==> src/rtl/i2c_fmt_fifo.sv <==
// rtl/i2c_fmt_fifo.sv - I2C format-command FIFO, first-word-fall-through, 13-bit entries
// Optional low-watermark status is built when I2C_FMT_FIFO_THRESH_EN is defined.
module i2c_fmt_fifo #(
   parameter  int FifoDepth      = 64,
   localparam int FifoDepthWidth = $clog2(FifoDepth + 1)
) (
   input  logic                      clk_i,
   input  logic                      rst_i,
   input  logic                      fmt_fifo_flush_i,
   input  logic                      fmt_fifo_wvalid_i,
   input  logic [12:0]               fmt_fifo_wdata_i,
   output logic                      fmt_fifo_wready_o,
   output logic                      fmt_fifo_rvalid_o,
   input  logic                      fmt_fifo_rready_i,
   output logic [FifoDepthWidth-1:0] fmt_fifo_depth_o,
   output logic [7:0]                fmt_byte_o,
   output logic                      fmt_flag_start_before_o,
   output logic                      fmt_flag_stop_after_o,
   output logic                      fmt_flag_read_bytes_o,
   output logic                      fmt_flag_read_continue_o,
   output logic                      fmt_flag_nak_ok_o,
   input  logic [FifoDepthWidth-1:0] fmt_thresh_i,
   output logic                      fmt_threshold_o,
   output logic                      fmt_overflow_o
);

   localparam int PtrWidth = $clog2(FifoDepth);
   localparam logic [PtrWidth-1:0]       PtrLast  = PtrWidth'(FifoDepth - 1);
   localparam logic [FifoDepthWidth-1:0] CountMax = FifoDepthWidth'(FifoDepth);

   logic [12:0]               r_mem [FifoDepth];
   logic [PtrWidth-1:0]       r_wptr;
   logic [PtrWidth-1:0]       r_rptr;
   logic [FifoDepthWidth-1:0] r_count;
   logic                      r_overflow;
   logic                      r_threshold;

   logic                      w_full;
   logic                      w_empty;
   logic                      w_push;
   logic                      w_pop;
   logic                      w_clear;
   logic [FifoDepthWidth-1:0] w_count_next;
   logic [12:0]               w_head;

   assign w_full  = (r_count == CountMax);
   assign w_empty = (r_count == '0);
   assign w_clear = rst_i | fmt_fifo_flush_i;
   // Full-ness comes from registered state only, so a same-cycle pop never frees a slot.
   assign w_push  = fmt_fifo_wvalid_i & ~w_full;
   assign w_pop   = fmt_fifo_rready_i & ~w_empty;

   always_comb begin
      w_count_next = r_count;
      if (w_clear) begin
         w_count_next = '0;
      end else if (w_push && !w_pop) begin
         w_count_next = r_count + 1'b1;
      end else if (w_pop && !w_push) begin
         w_count_next = r_count - 1'b1;
      end
   end

   always_ff @(posedge clk_i) begin
      if (w_clear) begin
         r_wptr  <= '0;
         r_rptr  <= '0;
         r_count <= '0;
      end else begin
         if (w_push) begin
            r_wptr <= (r_wptr == PtrLast) ? '0 : r_wptr + 1'b1;
         end
         if (w_pop) begin
            r_rptr <= (r_rptr == PtrLast) ? '0 : r_rptr + 1'b1;
         end
         r_count <= w_count_next;
      end
   end

   always_ff @(posedge clk_i) begin
      if (w_push && !w_clear) begin
         r_mem[r_wptr] <= fmt_fifo_wdata_i;
      end
   end

   always_ff @(posedge clk_i) begin
      if (w_clear) begin
         r_overflow <= 1'b0;
      end else begin
         r_overflow <= fmt_fifo_wvalid_i & w_full;
      end
   end

`ifdef I2C_FMT_FIFO_THRESH_EN
   always_ff @(posedge clk_i) begin
      if (rst_i) begin
         r_threshold <= 1'b0;
      end else begin
         r_threshold <= (w_count_next < fmt_thresh_i);
      end
   end
`else
   logic w_unused_thresh;
   assign w_unused_thresh = ^fmt_thresh_i;
   always_ff @(posedge clk_i) begin
      r_threshold <= 1'b0;
   end
`endif

   assign w_head = r_mem[r_rptr];

   assign fmt_fifo_wready_o        = ~w_full;
   assign fmt_fifo_rvalid_o        = ~w_empty;
   assign fmt_fifo_depth_o         = r_count;
   assign fmt_byte_o               = w_head[7:0];
   assign fmt_flag_start_before_o  = w_head[8];
   assign fmt_flag_stop_after_o    = w_head[9];
   assign fmt_flag_read_bytes_o    = w_head[10];
   assign fmt_flag_read_continue_o = w_head[11];
   assign fmt_flag_nak_ok_o        = w_head[12];
   assign fmt_threshold_o          = r_threshold;
   assign fmt_overflow_o           = r_overflow;

endmodule

==> config.mk <==
export PLATFORM = sky130hd
export DESIGN_NAME = i2c_fmt_fifo
export DESIGN_NICKNAME = d
export VERILOG_FILES = /design/src/rtl/i2c_fmt_fifo.sv
export SDC_FILE = /design/constraint.sdc
export NUM_CORES = 1
export LEC_CHECK = 0
export CORE_ASPECT_RATIO = 1.4
export CORE_MARGIN = 2
export CORE_UTILIZATION = 34
export DETAILED_ROUTE_END_ITERATION = 6
export GPL_TIMING_DRIVEN = 0
export HOLD_SLACK_MARGIN = 0.12
export SLEW_MARGIN = 20
export SYNTH_ARGS = -nofsm -noshare
export SYNTH_HDL_FRONTEND = slang
export SYNTH_SLANG_ARGS = --single-unit
==> constraint.sdc <==
create_clock -name clk_i -period 4.2 [get_ports clk_i]
set_input_delay 0.42 -clock clk_i [delete_from_list [all_inputs] [get_ports clk_i]]
set_output_delay 0.42 -clock clk_i [all_outputs]
set_load 0.02 [all_outputs]
# --- Yosys cells after proc, flatten, opt, wreduce, memory -nomap -nowiden ---
# Memories as Yosys holds them, arrays and structs flattened. A register that Yosys moved wholly into a read port is not among the register bits.
# Index checks and enable logic that the tools add are counted.
# W data, S select, Z words.
op_classes:
  muxes: 8
  bitwise: 6
  n_eq_ne: 3
  n_reduce_logical: 8
  n_addsub: 4
op_table:
  columns: ["cell", "n"]
  rows:
  - ["$mux W6", 4]
  - ["$mux W7", 2]
  - ["$add A6 B1 Y6 const B", 2]
  - ["$eq A6 B6 Y1 const B", 2]
  - ["$add A7 B1 Y7 const B", 1]
  - ["$eq A7 B7 Y1 const B", 1]
  - ["$logic_not A7 Y1", 1]
  - ["$sub A7 B1 Y7 const B", 1]
  - ["$and A1 B1 Y1", 3]
  - ["$logic_and A1 B1 Y1", 3]
  - ["$logic_not A1 Y1", 3]
  - ["$mux W1", 2]
  - ["$not A1 Y1", 2]
  - ["$reduce_bool A2 Y1", 1]
  - ["$or A1 B1 Y1", 1]
totals:
  register_bits: 20
  word_cells: 34
  input_bits: 25
  ram_bits: 832
  mem_count: 1
  output_inout_bits: 24
mem_list:
  columns: ["memory", "depth", "width", "rd", "rd_clocked_by_memory_dff", "wr", "line", "rtl"]
  rows:
  - ["r_mem", 64, 13, 1, 1, 1, "31", "logic [12:0] r_mem [FifoDepth];"]

# --- Logic depth before layout (Yosys ltp) ---
# Gate-level depths: netlist of run 1.
depth:
  ltp_word: 7
  depth_mapped: 11
  ltp_nobuf: 11

# --- Least setup slack after synthesis of run 1 ---
# OpenSTA, ideal clock, no wires.
synth_path:
  path_type: "reg-to-reg"
  start: "reg r_count[2] (netlist: fmt_fifo_depth_o[2])"
  end: "reg r_count[4] (netlist: fmt_fifo_depth_o[4])"
  t_arrival_ps: 2844
  path_slack_ps: 1286
  path_stages_with_launch: 12
  path_buffers: 0
  required_time_ps: 4130
  setup_time_ps: 70
  period_less_slack_ps: 2914
  cell_sequence: "dfxtp_1 -> nor4_1 -> a31oi_1 -> inv_1 -> ha_1 -> inv_1 -> ha_1 -> nor2b_1 -> o21a_1 -> o21a_1 -> or3_1 -> a21oi_1"
synth_between:
  elab_chain_len: 6
  word_cells_on_any_way: 15
  classes_between: "2 x add/sub; 1 x eq/ne; 2 x mux; 4 x bitwise; 6 x reduce/logical"
synth_rtl:
  columns: ["item", "line", "rtl"]
  rows:
  - ["from (decl)", "34", "logic [FifoDepthWidth-1:0] r_count;"]
  - ["from (signal assigned)", "76", "r_count <= w_count_next;"]
  - ["parallel branches: the longest is 6 deep, another holds $sub A7 B1 Y7", null, null]
# Several ways; the timed one is not identified. The select of a mux whose other input is x is not followed.
# A chain may end at the register's enable or synchronous reset.

==> impl_metrics.csv, run 1 <==
group,metric,value,unit
setup_path,r2r-end,"r_mem[46][2]$_DFFE_PP_",
detailed_routing,routed_wl,87.3,mm
setup_path,r2r_cells,5,
cts,cts_buffers,77,
setup_path,endpoint,"fmt_byte_o[2]",
global_route,grt_pass1_vias,16900,
cts,cts_tree,"done",
power_and_ir_drop,power_switching,4.58,mW
synth,synth_fa_ha_area_share,0.359,%
global_route,grt_start_max_net_pins,65,
setup_path,crit_path_max_fanout,10,
timing,finalClockSkew,0.0200,ns
synth,synth_compound_area_share,2.33,%
timing,grt_setup_unrepaired,"false",
placement,pre_cts_ws,-0.289,ns
synth,ys.flop_type,"edfxtp_1",
timing,setup_viol,0,
power_and_ir_drop,peakVddDrop,297,uV
cts,cts_sinks,858,
timing,min_period,3.99,ns
synth,yosysWarnings,0,
hold_path,hp-class,"in2reg",
detailed_routing,vias_per_cell,5.30,
global_route,grt_use_met1,20.6,%
global_route,busiest_layer,"met2",
power_and_ir_drop,power_density,486,mW/mm2
synth,synth-simple-area-share,3.47,%
setup_path,r2r_slack,0.80,ns
synth,synth_xor_area_share,0.288,%
layout,syn_to_final_growth,15.5,%
detailed_routing,vias,16400,
power_and_ir_drop,intPower,14.2,mW
synth,synthTopCellsByArea,"edfxtp_1 (75%), mux4_2 (14%), dfxtp_1 (1.6%)",
cts,htree_levels,3,
layout,n_antenna_cell,0,
synth,avgSynthCellArea,21.1,um2
detailed_routing,route.detailed.drc,0,
setup_path,arrival,3.57,ns
synth,yosysTopAreaCell,"edfxtp_1",
placement,gp_congestion,0.901,
timing,clock.fmax,250,MHz
synth,synth_top_area_share,74.8,%
placement,placed_cells,2953,
timing,hold_violations,0,
layout,final_cell_mix,"edfxtp_1 (832), mux4_2 (210), clkbuf_16 (80)",
status,status,"complete, no violations",
power_and_ir_drop,swShare,24.4,%
setup_path,cp-end-kind,"output pin",
die,num_rows,136,
synth,ys_seq_area_share,76.3,%
job,cap_viol_max_count,0,
die,die-area,0.101,mm2
cts,postCtsSetupRepairBufs,0,
layout,final_common_cell,"edfxtp_1",
power_and_ir_drop,seqPwrFrac,50.4,%
synth,synth_cells,1587,
synth,synth_edf_count,832,
cts,cts_root_buffer,"clkbuf_16",
setup_path,critPathKind,"reg2out",
global_route,antenna_found_initial,2,
detailed_routing,dr.first_iter.drc_count,1566,
power_and_ir_drop,clockPowerShare,36.2,%
die,pin_count,49,
layout,fin_cells,3094,
placement,hpwl,58.2,mm
detailed_routing,postRouteAntennaNets,0,
global_route,use_met3,2.65,%
power_and_ir_drop,p_leak,11.5,nW
detailed_routing,drtPass1Iterations,7,
synth,synth_cell_types,50,
global_route,grt_pass1_wl,124,mm
global_route,met2_usage,31.1,%
cts,worst_skew_pair.late_latency,0.66,ns
setup_path,startpoint_type,"flop",
die,die_h,375,um
global_route,grtUsageTotal,17.6,%
placement,io_buffers,40,
cts,clkTransAtPathRegs,0.06,ns
layout,drive_above_1_share,29.6,%
setup_path,required,3.78,ns
synth,synth_mux_area_share,15.6,%
global_route,grt_overflow,0,
synth,synth_top_family_by_area,"multiplexers",
die,start_util,34.2,%
timing,tightest_slew,0.971,ns
timing,worst_slack,0.206,ns
die,coreArea,0.0978,mm2
detailed_routing,drt-wirelength-per-cell,28.2,um
cts,cts_buffer_depth,3,
die,die_w,269,um
synth,async_reset_ff_share,0,%
synth,ys_ff_latch,858,
timing,period_share,95.1,%
timing,relSlewSlack,35.2,%
synth,syn_nets,1621,
power_and_ir_drop,p_comb_share,13.4,%
layout,layout.nets,1756,
setup_path,reg2reg_from,"fmt_fifo_depth_o[4]$_SDFFE_PP0P_",
synth,syn_area,0.0334,mm2
timing,maxSlewViolCount,0,
==> state kept, by name (all words and copies together) (netlist names), named ones only <==
name	flops
fmt_fifo_depth_o	7
fmt_overflow_o	1
r_mem	832
r_rptr	6
r_wptr	6
==> metrics by stage <==
| step | util [%] | hold slack, ns | cell area (um2) | TNS, ns | total power, mW |
|---|---|---|---|---|---|
| floorplan | - | 0.468 | 33400 | 0 | 11.2 |
| global placement | 36.2 | 0.500 | 35500 | -28.77 | 12.1 |
| detailed placement | 36.6 | 0.505 | 35800 | -1.83 | 12.1 |
| CTS | 39.4 | 0.204 | 38600 | -0.0326 | 18.9 |
| global route | 39.5 | 0.238 | 38600 | 0 | 19.3 |
| finish | 39.5 | 0.247 | 38600 | 0 | 18.8 |
==> power by group through the flow <==
| stage | combinational (mW) | clock [mW] | sequential (mW) |
|---|---|---|---|
| finish | 2.51 | 6.80 | 9.47 |
| global route | 2.67 | 7.21 | 9.47 |
| CTS | 2.54 | 6.91 | 9.47 |
| detailed placement | 2.48 | 0 | 9.66 |
| global placement | 2.42 | 0 | 9.68 |
| floorplan | 1.55 | 0 | 9.68 |
==> layout make-up <==
type	instances	area (um2)
Clock inverter	46	319
Clock buffer	94	2070
Fill cell	8648	59200
Buffer	83	603
Inverter	8	30.0
Multi-Input combinational cell	637	7790
Tap cell	1311	1640
Sequential cell	858	25500
Timing Repair Buffer	57	646
==> per-layer routing <==
metal,wire [um],vias up,share of wire [%]
li1,-,6863,-
met3,4460,167,5.1
met5,0,-,0
met1,31800,8745,36
met2,46400,611,53
met4,4640,0,5.3
==> kinds of logic (layout without fill, tap and decap cells) <==
group / Yosys count / after routing
xor+xnor: 11 / 11
buf+inv: 92 / 288
fa+ha+maj: 9 / 9
simple gates: 244 / 244
flops: 858 / 858
mux: 257 / 257
compound gates: 115 / 115
other cells: 1 / 1
==> what timing repair did <==
action	in CTS	in global routing
setup endpoints to repair	13	3
resized for setup	98	5
endpoints found under the hold margin	24	0
hold buffers	2	0
==> Yosys cell counts, drive strengths merged (4+ instances only) <==
master and count:
mux2 5, mux4 210, nor4 6, nand2 44, edfxtp 832, o22ai 4, nor2b 27, ha 8
nand3 16, nand2b 10, xnor2 4, nor2 98, a22oi 21, a221o 7, dfxtp 26, a31oi 11
mux2i 42, xor2 7, nor3b 6, clkbuf 28, a211o 8, and3 6, buf 56, nand4 11
o21ai 18, a21oi 22, inv 8, a211oi 14, nor3 8
==> worst min path at each step <==
stage	slack, ns	to	cells after the start	from
finish	0.25	r_mem[13][5]$_DFFE_PP_	1	fmt_fifo_wdata_i[5]
global route	0.24	r_mem[8][10]$_DFFE_PP_	1	fmt_fifo_wdata_i[10]
floorplan	0.47	flop	2	r_rptr[1]$_SDFFE_PP0N_
detailed placement	0.51	flop	2	r_rptr[1]$_SDFFE_PP0N_
global placement	0.50	r_rptr[1]$_SDFFE_PP0N_	2	r_rptr[1]$_SDFFE_PP0N_
CTS	0.20	r_mem[8][10]$_DFFE_PP_	1	fmt_fifo_wdata_i[10]
==> critical path, cell delays in order, from the launching register on <==
cell	delay (ns)
dfxtp_1	0.33
buf_6	0.15
buf_6	0.21
buf_6	0.25
buf_6	0.23
buf_4	0.25
nor2_1	0.12
nand2_1	0.21
o21ai_0	0.18
a31oi_2	0.38
a221o_1	0.24
dlygate4sd2_1	0.36
Power figures use the tool's default switching activity.
==> inputs of run 2 (changes only) <==
CORE_MARGIN = 10   (was 2)
==> run 2 against run 1 <==
  * Worst hold slack worse by 0.097 ns
  * Clock-buffer cell count up 3
  * Die area up 10%
  * Clock skew down 0.0014 ns
  * First-iteration DRC count up 3.6%
  * Fmax down 1.9%
  * Largest cell class unchanged
  * Design area up 0.38%
  * Sequential power about the same
  * Combinational power up 2%
==> impl_metrics.csv, run 2 (synthesis gave the netlist of run 1 again) <==
group,metric,value,unit
status,status,"complete, no violations",
detailed_routing,postRouteAntennaNets,0,
layout,layout.nets,1756,
cts,cts_sinks,858,
die,num_rows,136,
global_route,grt_overflow,0,
hold_path,whs_endpoint,"r_mem[39][0]$_DFFE_PP_",
setup_path,critPathKind,"reg2out",
cts,clkTransAtPathRegs,0.07,ns
global_route,grt_pass1_wl,126,mm
cts,cts_tree,"done",
timing,setup_tns,0,ns
cts,cts_buffer_depth,3,
cts,htree_levels,3,
setup_path,worstPathCellList,"buf_6 > buf_6 > buf_6 > buf_8 > mux4_2 > a22oi_1 > a31oi_1 > a21oi_1 > o21ai_1 > dlygate4sd2_1",
placement,hpwl,59.6,mm
die,coreArea,0.0978,mm2
setup_path,cpMostUsedCell,"buf_6",
die,pin_count,49,
hold_path,whs_path_depth,1,
layout,final_cell_mix,"edfxtp_1 (832), mux4_2 (210), clkbuf_16 (84)",
setup_path,slowest_stage,"mux4_2",
hold_path,hp-start,"fmt_fifo_wdata_i[0]",
detailed_routing,drt-wirelength-per-cell,28.7,um
setup_path,arrival,3.65,ns
timing,relSlewSlack,34.6,%
setup_path,crit_family,"buffers and inverters",
die,start_util,34.2,%
setup_path,r2r_slack,0.65,ns
die,die_w,285,um
global_route,grt_pass1_vias,17100,
setup_path,slowest_delay,0.58,ns
detailed_routing,vias,16600,
setup_path,required,3.78,ns
timing,maxSlewViolCount,0,
detailed_routing,drtPass1Iterations,5,
detailed_routing,dr.first_iter.drc_count,1623,
layout,fin_cells,3097,
layout,largest_reg_flops,832,
timing,clock.fmax,246,MHz
timing,min_period,4.07,ns
global_route,antenna_found_initial,7,
timing,setup_viol,0,
cts,worst_skew_pair.late_latency,0.63,ns
timing,hold_violations,0,
die,die_h,391,um
power_and_ir_drop,power_density,500,mW/mm2
setup_path,r2r-end,"r_mem[14][0]$_DFFE_PP_",
job,cap_viol_max_count,0,
setup_path,startpoint_type,"flop",
layout,final_common_cell,"edfxtp_1",
cts,cts_root_buffer,"clkbuf_16",
global_route,grt_start_max_net_pins,65,
detailed_routing,vias_per_cell,5.38,
die,die-area,0.111,mm2
setup_path,r2r_cells,5,
layout,regMostFlops,"r_mem",
layout,drive_above_1_share,29.1,%
setup_path,path_buf_inv,5,
setup_path,reg2reg_from,"fmt_fifo_depth_o[0]$_SDFFE_PP0P_",
timing,grt_setup_unrepaired,"false",
setup_path,crit_path_max_fanout,10,
timing,period_share,97.0,%
power_and_ir_drop,peakVddDrop,296,uV
placement,gp_congestion,0.907,
placement,placed_cells,2954,
detailed_routing,route.detailed.drc,0,
timing,finalClockSkew,0.0186,ns
power_and_ir_drop,power,19.4,mW
placement,io_buffers,40,
timing,tightest_slew,0.980,ns
cts,cts_buffers,78,
global_route,grtUsageTotal,15.8,%
power_and_ir_drop,p_leak,11.6,nW
layout,syn_to_final_growth,16.0,%
hold_path,hp-class,"in2reg",
detailed_routing,routed_wl,88.8,mm
setup_path,cp-end-kind,"output pin",
[run 2: layout make-up]
cell class / count / area [um2]
Antenna cell: 3 / 7.51
Buffer: 83 / 581
Fill cell: 8669 / 59100
Sequential cell: 858 / 25500
Multi-Input combinational cell: 637 / 7740
Clock inverter: 44 / 462
Clock buffer: 97 / 2170
Inverter: 8 / 30.0
Timing Repair Buffer: 56 / 617
Tap cell: 1311 / 1640
[run 2: metal layers]
layer | wire length [um] | track usage [%]
met1 | 32000 | 18.3
met2 | 45900 | 27.7
met3 | 5650 | 2.27
met5 | 19 | 0
met4 | 5240 | 9.20
[run 2: where the power goes]
| part | internal, mW | total (mW) | leakage [nW] | switching, mW |
|---|---|---|---|---|
| Sequential | 9.42 | 9.47 | 7.69 | 0.0477 |
| Clock | 4.23 | 7.35 | 1.29 | 3.12 |
| Combinational | 1.11 | 2.56 | 2.58 | 1.45 |
| Total | 14.8 | 19.4 | 11.6 | 4.62 |
[run 2: worst register-to-register path: stages (launching register included)]
cell     delay [ns]
dfxtp_1        0.42
nor2_1         0.12
nand3_1        0.16
nor3b_1        0.69
nand3_1        0.78
nor2_2         1.00
[run 2: how the worst max path moves through the flow]
stage                                                  end  slack [ns]  depth (start not counted)
after floorplan           fmt_fifo_depth_o[4]$_SDFFE_PP0P_        1.29                         11
after global placement             r_mem[46][12]$_DFFE_PP_       -0.42                          6
after detailed placement             fmt_flag_stop_after_o       -0.25                          7
after CTS                          fmt_flag_start_before_o       -0.09                          7
after global routing                         fmt_byte_o[2]        0.02                         11
final                                fmt_flag_read_bytes_o        0.13                         10
[run 2: what timing repair did]
action | 4_1_cts | 5_1_grt
hold buffers | 0 | 0
endpoints found under the setup margin | 13 | 4
resized for setup | 79 | 3
gates cloned | 0 | 0
setup buffers | 0 | 0
pin swaps | 1 | 0
[run 2: metrics by stage]
step / worst slack, ns / hold slack [ns] / instance area [um2] / util, %
2_1_floorplan: 1.29 / 0.468 / 33400 / -
3_3_place_gp: -0.419 / 0.502 / 35500 / 36.2
3_5_place_dp: -0.255 / 0.505 / 35800 / 36.6
4_1_cts: -0.0888 / 0.122 / 38700 / 39.6
5_1_grt: 0.0154 / 0.155 / 38700 / 39.6
6_report: 0.128 / 0.149 / 38800 / 39.6
